===== src/rtl/gpio_serial_pkg.sv =====
// Shared types and constants for the GPIO configuration chain serializer.
package gpio_serial_pkg;

    localparam int GPIO_CFG_WIDTH = 13;

    localparam logic [GPIO_CFG_WIDTH-1:0] GPIO_CFG_INIT_DEFAULT = 13'h0402;

    typedef enum logic [1:0] {
        IDLE,
        SHIFT,
        LOAD,
        DONE
    } serial_state_t;

endpackage


===== src/rtl/gpio_serial_tick.sv =====
// Phase counter: strobes phase_end on the last cycle of every CLK_DIV-cycle phase.
module gpio_serial_tick #(
    parameter int CLK_DIV = 2
) (
    input  logic clk,
    input  logic rst,
    input  logic clear,
    output logic phase_end
);

    localparam int CW = $clog2(CLK_DIV + 1);

    logic [CW-1:0] cnt_q;

    assign phase_end = (cnt_q == CW'(CLK_DIV - 1));

    always_ff @(posedge clk) begin
        if (rst || clear) begin
            cnt_q <= '0;
        end else if (phase_end) begin
            cnt_q <= '0;
        end else begin
            cnt_q <= cnt_q + CW'(1);
        end
    end

endmodule


===== src/rtl/gpio_config_serializer.sv =====
// Shifts a snapshot of the pad configuration bank MSB-first into the GPIO
// control chain, then strobes serial_load so the chain adopts it.
module gpio_config_serializer
    import gpio_serial_pkg::*;
#(
    parameter int NUM_GPIO = 19,
    parameter int CLK_DIV  = 2
) (
    input  logic                               wb_clk_i,
    input  logic                               wb_rst_i,
    input  logic                               start,
    input  logic [NUM_GPIO*GPIO_CFG_WIDTH-1:0] cfg_words,
    output logic                               serial_clock,
    output logic                               serial_data,
    output logic                               serial_load,
    output logic                               serial_resetn,
    output logic                               busy,
    output logic                               done
);

    localparam int N  = NUM_GPIO * GPIO_CFG_WIDTH;
    localparam int BW = $clog2(N + 1);

    serial_state_t state_q, state_d;
    logic [N-1:0]  snap_q, snap_d;
    logic [BW-1:0] bit_q, bit_d;
    logic          half_q, half_d;
    logic          sclk_d, sdata_d, sload_d, busy_d, done_d;
    logic          tick_clear, phase_end;

    // Restart the phase count whenever a timed state is entered.
    assign tick_clear = (state_d != state_q) &&
                        (state_d == SHIFT || state_d == LOAD);

    gpio_serial_tick #(
        .CLK_DIV(CLK_DIV)
    ) u_tick (
        .clk      (wb_clk_i),
        .rst      (wb_rst_i),
        .clear    (tick_clear),
        .phase_end(phase_end)
    );

    always_comb begin
        state_d = state_q;
        snap_d  = snap_q;
        bit_d   = bit_q;
        half_d  = half_q;
        sclk_d  = serial_clock;
        sdata_d = serial_data;
        sload_d = serial_load;
        busy_d  = busy;
        done_d  = 1'b0;
        unique case (state_q)
            IDLE, DONE: begin
                sclk_d  = 1'b0;
                sdata_d = 1'b0;
                sload_d = 1'b0;
                busy_d  = 1'b0;
                state_d = IDLE;
                if (start) begin
                    state_d = SHIFT;
                    snap_d  = cfg_words;
                    bit_d   = '0;
                    half_d  = 1'b0;
                    sdata_d = cfg_words[N-1];
                    busy_d  = 1'b1;
                end
            end
            SHIFT: begin
                if (phase_end && !half_q) begin
                    half_d = 1'b1;
                    sclk_d = 1'b1;
                end else if (phase_end) begin
                    half_d = 1'b0;
                    sclk_d = 1'b0;
                    snap_d = {snap_q[N-2:0], 1'b0};
                    bit_d  = bit_q + BW'(1);
                    if (bit_q == BW'(N - 1)) begin
                        state_d = LOAD;
                        sdata_d = 1'b0;
                        sload_d = 1'b1;
                    end else begin
                        sdata_d = snap_q[N-2];
                    end
                end
            end
            LOAD: begin
                if (phase_end) begin
                    state_d = DONE;
                    sload_d = 1'b0;
                    busy_d  = 1'b0;
                    done_d  = 1'b1;
                end
            end
            default: state_d = IDLE;
        endcase
    end

    always_ff @(posedge wb_clk_i) begin
        if (wb_rst_i) begin
            state_q       <= IDLE;
            snap_q        <= '0;
            bit_q         <= '0;
            half_q        <= 1'b0;
            serial_clock  <= 1'b0;
            serial_data   <= 1'b0;
            serial_load   <= 1'b0;
            serial_resetn <= 1'b0;
            busy          <= 1'b0;
            done          <= 1'b0;
        end else begin
            state_q       <= state_d;
            snap_q        <= snap_d;
            bit_q         <= bit_d;
            half_q        <= half_d;
            serial_clock  <= sclk_d;
            serial_data   <= sdata_d;
            serial_load   <= sload_d;
            serial_resetn <= 1'b1;
            busy          <= busy_d;
            done          <= done_d;
        end
    end

endmodule

===== config.mk =====
export PLATFORM = sky130hd
export DESIGN_NAME = gpio_config_serializer
export DESIGN_NICKNAME = d
export VERILOG_FILES = /design/src/rtl/gpio_serial_pkg.sv /design/src/rtl/gpio_serial_tick.sv /design/src/rtl/gpio_config_serializer.sv
export SDC_FILE = /design/constraint.sdc
export NUM_CORES = 1
export LEC_CHECK = 0
export ABC_AREA = 1
export BUFFER_PORTS_ARGS = -buffer_cell sky130_fd_sc_hd__buf_2
export CAP_MARGIN = 20
export CORE_MARGIN = 2
export CORE_UTILIZATION = 35
export CTS_BUF_LIST = sky130_fd_sc_hd__clkbuf_8
export CTS_CLUSTER_SIZE = 14
export DETAILED_ROUTE_END_ITERATION = 6
export GPL_ROUTABILITY_DRIVEN = 0
export RECOVER_POWER = 100
export SLEW_MARGIN = 20
export SYNTH_ARGS = -nofsm -noshare
export SYNTH_HDL_FRONTEND = slang
export SYNTH_SLANG_ARGS = --single-unit

===== constraint.sdc =====
create_clock -name wb_clk_i -period 2 [get_ports wb_clk_i]
set_input_delay 0.4 -clock wb_clk_i [delete_from_list [all_inputs] [get_ports wb_clk_i]]
set_output_delay 0.4 -clock wb_clk_i [all_outputs]
set_load 0.01 [all_outputs]

* Yosys cells after proc, flatten, opt, wreduce, memory -nomap -nowiden
Cells that the tools add are included.
** Storage, ports and cells
- Register bits :: 265
- Bits in latches :: 0
- Bits in writable memories :: 0
- Memory bits (read-only) :: 0
- Input port bits :: 250
- Output and inout bits :: 6
- Word-level logic and storage cells :: 77
- Memories kept :: 0
** Cells by class
- Add/sub/neg operators :: 2
- Multipliers :: 0
- Divide/modulo/power cells :: 0
- $lt $le $gt $ge :: 0
- Eq/ne operators :: 14
- Shifts and indexed selects :: 0
- Mux-type cells :: 32
- Bitwise operators :: 1
- Reduce and logical (&&, ||, !) cells :: 17
** Operators by type and width (count)
- $mux 246 :: 3
- $pmux 246 s2 :: 1
- $mux 8 :: 3
- $pmux 8 s2 :: 1
- $mux 1 :: 14
- $ne 2x2->1 const B :: 5
- $add 8x1->8 const B :: 1
- $eq 8x8->1 const B :: 1
- $mux 2 :: 4
- $pmux 1 s2 :: 4
- $reduce_and 4->1 :: 2
- $eq 2x1->1 const B :: 3
- $eq 2x2->1 const B :: 3
- $pmux 2 s3 :: 1
- $reduce_and 3->1 :: 2
- $reduce_or 2->1 :: 3
- $reduce_and 2->1 :: 2
- $reduce_bool 2->1 :: 2
- $ne 3x3->1 const B :: 1
- $pmux 1 s3 :: 1
- $add 2x1->2 const B :: 1
- $logic_and 1x1->1 :: 2
- $logic_not 2->1 :: 1
- $logic_or 1x1->1 :: 2
- other kinds (3) :: 3

* Depth between registers and ports, before layout
- Word-level depth :: 10
- Mapped depth :: 12
- Gate-level depth less buffers :: 12

* Modules after synthesis
From an unflattened synthesis, not the netlist that was laid out.
** Second synthesis, totals
- Cells, all modules :: 1515
- Area, all modules :: 11219.5 sq um
** Modules (own cells, without submodules)
- gpio_config_serializer :: instances 1, cells each 1506, area each 11144.4 sq um, sequential area each 5265.0 sq um
- gpio_serial_tick :: instances 1, cells each 9, area each 75.1 sq um, sequential area each 40.0 sq um

* Least setup slack after synthesis
OpenSTA, ideal clock, no wires.
- Path kind :: register -> register
- Start point :: reg state_q[0]
- End point :: reg snap_q[10]
- Setup time :: 0.125 ns
- Arrival time :: 1.638 ns
- Data required time :: 1.875 ns
- Path slack :: 0.236 ns
- Stages on the path, launching flop included :: 13
- Path buffers :: 3
- Clock period less this slack :: 1.764 ns
- Path through :: dfxtp_1 > inv_1 > ha_1 > inv_1 > nor2_1 > inv_1 > nand2_4 > inv_2 > buf_6 > buf_6 > buf_6 > o21ai_1 > a31oi_1
** Between the ends
- Cells in the longest elaborated chain, start to end :: 4
- Elaborated cells between the ends (all ways) :: 10
- Those cells by class :: eq/ne (5); mux (1); reduce/logical (4)
** Ends and longest elaborated chain
- start, declared :: RTL line gpio_config_serializer.sv:24 : serial_state_t state_q, state_d;
- start signal, assigned :: RTL line gpio_config_serializer.sv:113 : state_q <= state_d;
- $eq 2x2->1 / $logic_not 2->1 (equally long branches) :: RTL line gpio_config_serializer.sv:54 : unique case (state_q)
- $reduce_or 2->1 :: RTL line gpio_config_serializer.sv:54
- $ne 2x2->1 (no line) / $reduce_bool 2->1 (equally long branches)
- $reduce_and 4->1 (no line)
- end signal, assigned :: RTL line gpio_config_serializer.sv:114 : snap_q <= snap_d;
- end, declared :: RTL line gpio_config_serializer.sv:25 : logic [N-1:0] snap_q, snap_d;
Several ways; a longest one is shown, not always the timed one.
A chain may end at the register's enable or synchronous reset.

* Final worst setup path
- Start point :: reg state_q[1]
- End point :: reg snap_q[117]
Same word-level chain as after synthesis.

==> impl_metrics.csv <==
group,metric,value,unit
floorplan,die_h,182,µm
job,maxCapViolations,0,
synthesis,synth_top_family_by_area,"compound AO/OA/AOI/OAI gates",
worst_setup_path,path_max_fanout,39,
global_routing,grt_max_degree,114,
placed_design,dp_hpwl,19700,µm
layout,fin_nets,1967,
sta,relSlewSlack,65.1,%
pwr,cellLeakagePower,0.00588,µW
placed_design,placed_cell_area,0.0129,mm²
clocking,cts_tree,"yes",
synthesis,synthAdderAreaFrac,0.673,%
global_routing,grt_pass1_wl,49100,µm
synthesis,synth_compound_area_share,26.0,%
route,wire_per_inst,14.5,µm
clocking,htreeDepth,2,
worst_setup_path,end_kind,"register",
worst_setup_path,path_buf_inv,4,
sta,setup_tns,0,ns
worst_setup_path,cp_cell_sequence,"inv_1, ha_4, a21oi_4, nand2_4, buf_4, inv_8, clkbuf_16, a31oi_1",
layout,final_area,0.0139,mm²
floorplan,start_util,35.4,%
floorplan,core,0.0315,mm²
layout,final_common_cell,"nand2_1",
sta,grt_setup_unrepaired,"false",
sta,final.min_clock_period,1.87,ns
synthesis,synth_mux_area_share,0,%
global_routing,grt_pass1_vias,9942,
route,drc,0,
sta,maxSlewViolCount,0,
synthesis,netlist_instances,1495,
floorplan,io_pins,256,
synthesis,synth-seq-cells,265,
worst_setup_path,worst_setup_path_start_kind,"register",
route,ant_nets,0,
pwr,ir_drop,0.000553,V
clocking,cts_hold_buf,0,
worst_setup_path,slowest_stage,"dfxtp_1",
clocking,clockBufferDepth,3,
synthesis,syn_area,0.0111,mm²
route,drt_first_iter_violations,741,
synthesis,yosysTopAreaCell,"dfxtp_1",
synthesis,ys_types,26,
worst_setup_path,arrival,2.29,ns
sta,hold_viol,0,
worst_setup_path,max_stage_delay,0.38,ns
clocking,clock_sinks,265,
floorplan,die_area,0.0333,mm²
layout,final_cell_mix,"517 x nand2_1, 265 x dfxtp_1, 249 x buf_2",
global_routing,overflow,0,
status,outcome,"finished clean",
pwr,powerDensity,966,mW/mm²
route,vias_per_cell,5.16,
global_routing,antenna_found_initial,5,
clocking,insertion_delay,0.56,ns
sta,min_period_over_period,93.7,%
sta,clock.fmax,534,MHz
synthesis,ys_seq_area_share,47.6,%
worst_setup_path,crit_family,"buffers and inverters",
hold_path,hold_path_class,"primary input to register",
route,routed_wl,31100,µm
synthesis,ys_warn_count,0,
synthesis,syn_avg_cell_area,7.46,µm²
floorplan,die_w,182,µm
layout,final_layout_size_suffix_gt1_share,21.7,%
placed_design,numPortBuffers,255,
clocking,cts_made_buffers,48,
synthesis,synth_nets,1751,
synthesis,synth_area_leaders,"dfxtp_1 48%, nand2_1 17%, a31oi_1 14%",
worst_setup_path,cp.required,2.41,ns
floorplan,std_cell_rows,65,
synthesis,synth_top_area_share,47.6,%
sta,setup_viol,0,
sta,fin_worst_skew,0.0242,ns
sta,worst_pin_slew,0.523,ns
synthesis,yosys.area_share.simple,18.9,%
layout,area_delta_synth_final,25.1,%
route,first_pass_iters,5,
global_routing,track_usage,17.5,%
worst_setup_path,crit_type,"register to register",
clocking,cts.clk_slew.worst_paths,0.06,ns
route,via_count,11100,
clocking,clock_tree.root_cell,"clkbuf_8",
synthesis,synth-xor-area-share,0.157,%
Yosys cell counts (all sizes together):
cell type,n
a31oi,247
nor2,15
nand2,519
xor2,2
buf,63
a211oi,2
a21oi,11
and3,1
o211ai,1
nor3,6
nand3,8
nand4,2
inv,20
nor3b,1
a31o,1
dfxtp,265
o21ai,250
clkbuf,75
ha,6
final timing paths:
check,startpoint,to,slack (ns),cells past startpoint
max,state_q[1],snap_q[117],0.13,8
min,cfg_words[220],snap_q[220],0.10,3
max reg2reg,state_q[1],snap_q[117],0.13,8
min reg2reg,u_tick.cnt_q[0],u_tick.cnt_q[0],0.42,1
cell families (layout without fill, tap and decap cells):
kind of cell,count (synthesis),after routing
and+or+nand+nor,552,552
AOI/OAI and AO/OA,512,512
DFF,265,265
buffers and inverters,158,405
adders and majority gates,6,6
xor gates and xnor gates,2,2
other,0,2
area by class of cell:
| class | count | area [µm²] |
|---|---|---|
| Fill cell | 3274 | 17500 |
| Sequential cell | 265 | 5310 |
| Multi-Input combinational cell | 1072 | 5120 |
| Timing Repair Buffer | 303 | 1920 |
| Clock buffer | 60 | 826 |
| Tap cell | 402 | 503 |
| Clock inverter | 21 | 144 |
| Inverter | 20 | 111 |
| Timing Repair inverter | 1 | 11.3 |
| Antenna cell | 2 | 5.00 |
report_power, final:
part,leakage [µW],switching (µW),internal (µW)
sequential,0.00220,280,5880
clock,0.000546,2250,2940
combinational,0.00314,1260,867
total,0.00588,3780,9680
worst register-to-register path: stages (launching register included):
cell       delay (ns)
dfxtp_1          0.38
inv_1            0.10
ha_4             0.21
a21oi_4          0.22
nand2_4          0.14
buf_4            0.19
inv_8            0.13
clkbuf_16        0.25
a31oi_1          0.11
stage by stage:
stage	util [%]	setup slack (ns)	total power (µW)	hold WS (ns)	instances
detailed placement	40.9	0.0224	8340	0.416	2059
CTS	44.0	0.0236	13600	0.0656	2140
global placement	40.9	0.120	8290	0.407	2059
floorplan	-	0.236	7610	0.397	1495
global route	44.3	0.00473	14200	0.0883	2145
finish	44.3	0.127	13500	0.103	2146
routing by layer:
metal / part of all wire, % / track usage [%] / vias up
li1: - / - / 5609
met1: 48 / 25.4 / 5063
met2: 43 / 26.0 / 345
met3: 7.4 / 4.15 / 49
met4: 1.4 / 4.48 / 6
met5: 0.11 / 0 / -
flip-flops by register name, indices dropped and copies added, names as in the netlist, 2 cells and up:
signal / flops
snap_q: 246
bit_q: 8
u_tick.cnt_q: 2
state_q: 2
what timing repair did:
action | CTS | global route
resized for setup | 0 | 21
buffers inserted | 0 | 1
setup endpoints to repair | 0 | 177
(Power assumes the default switching activity.)
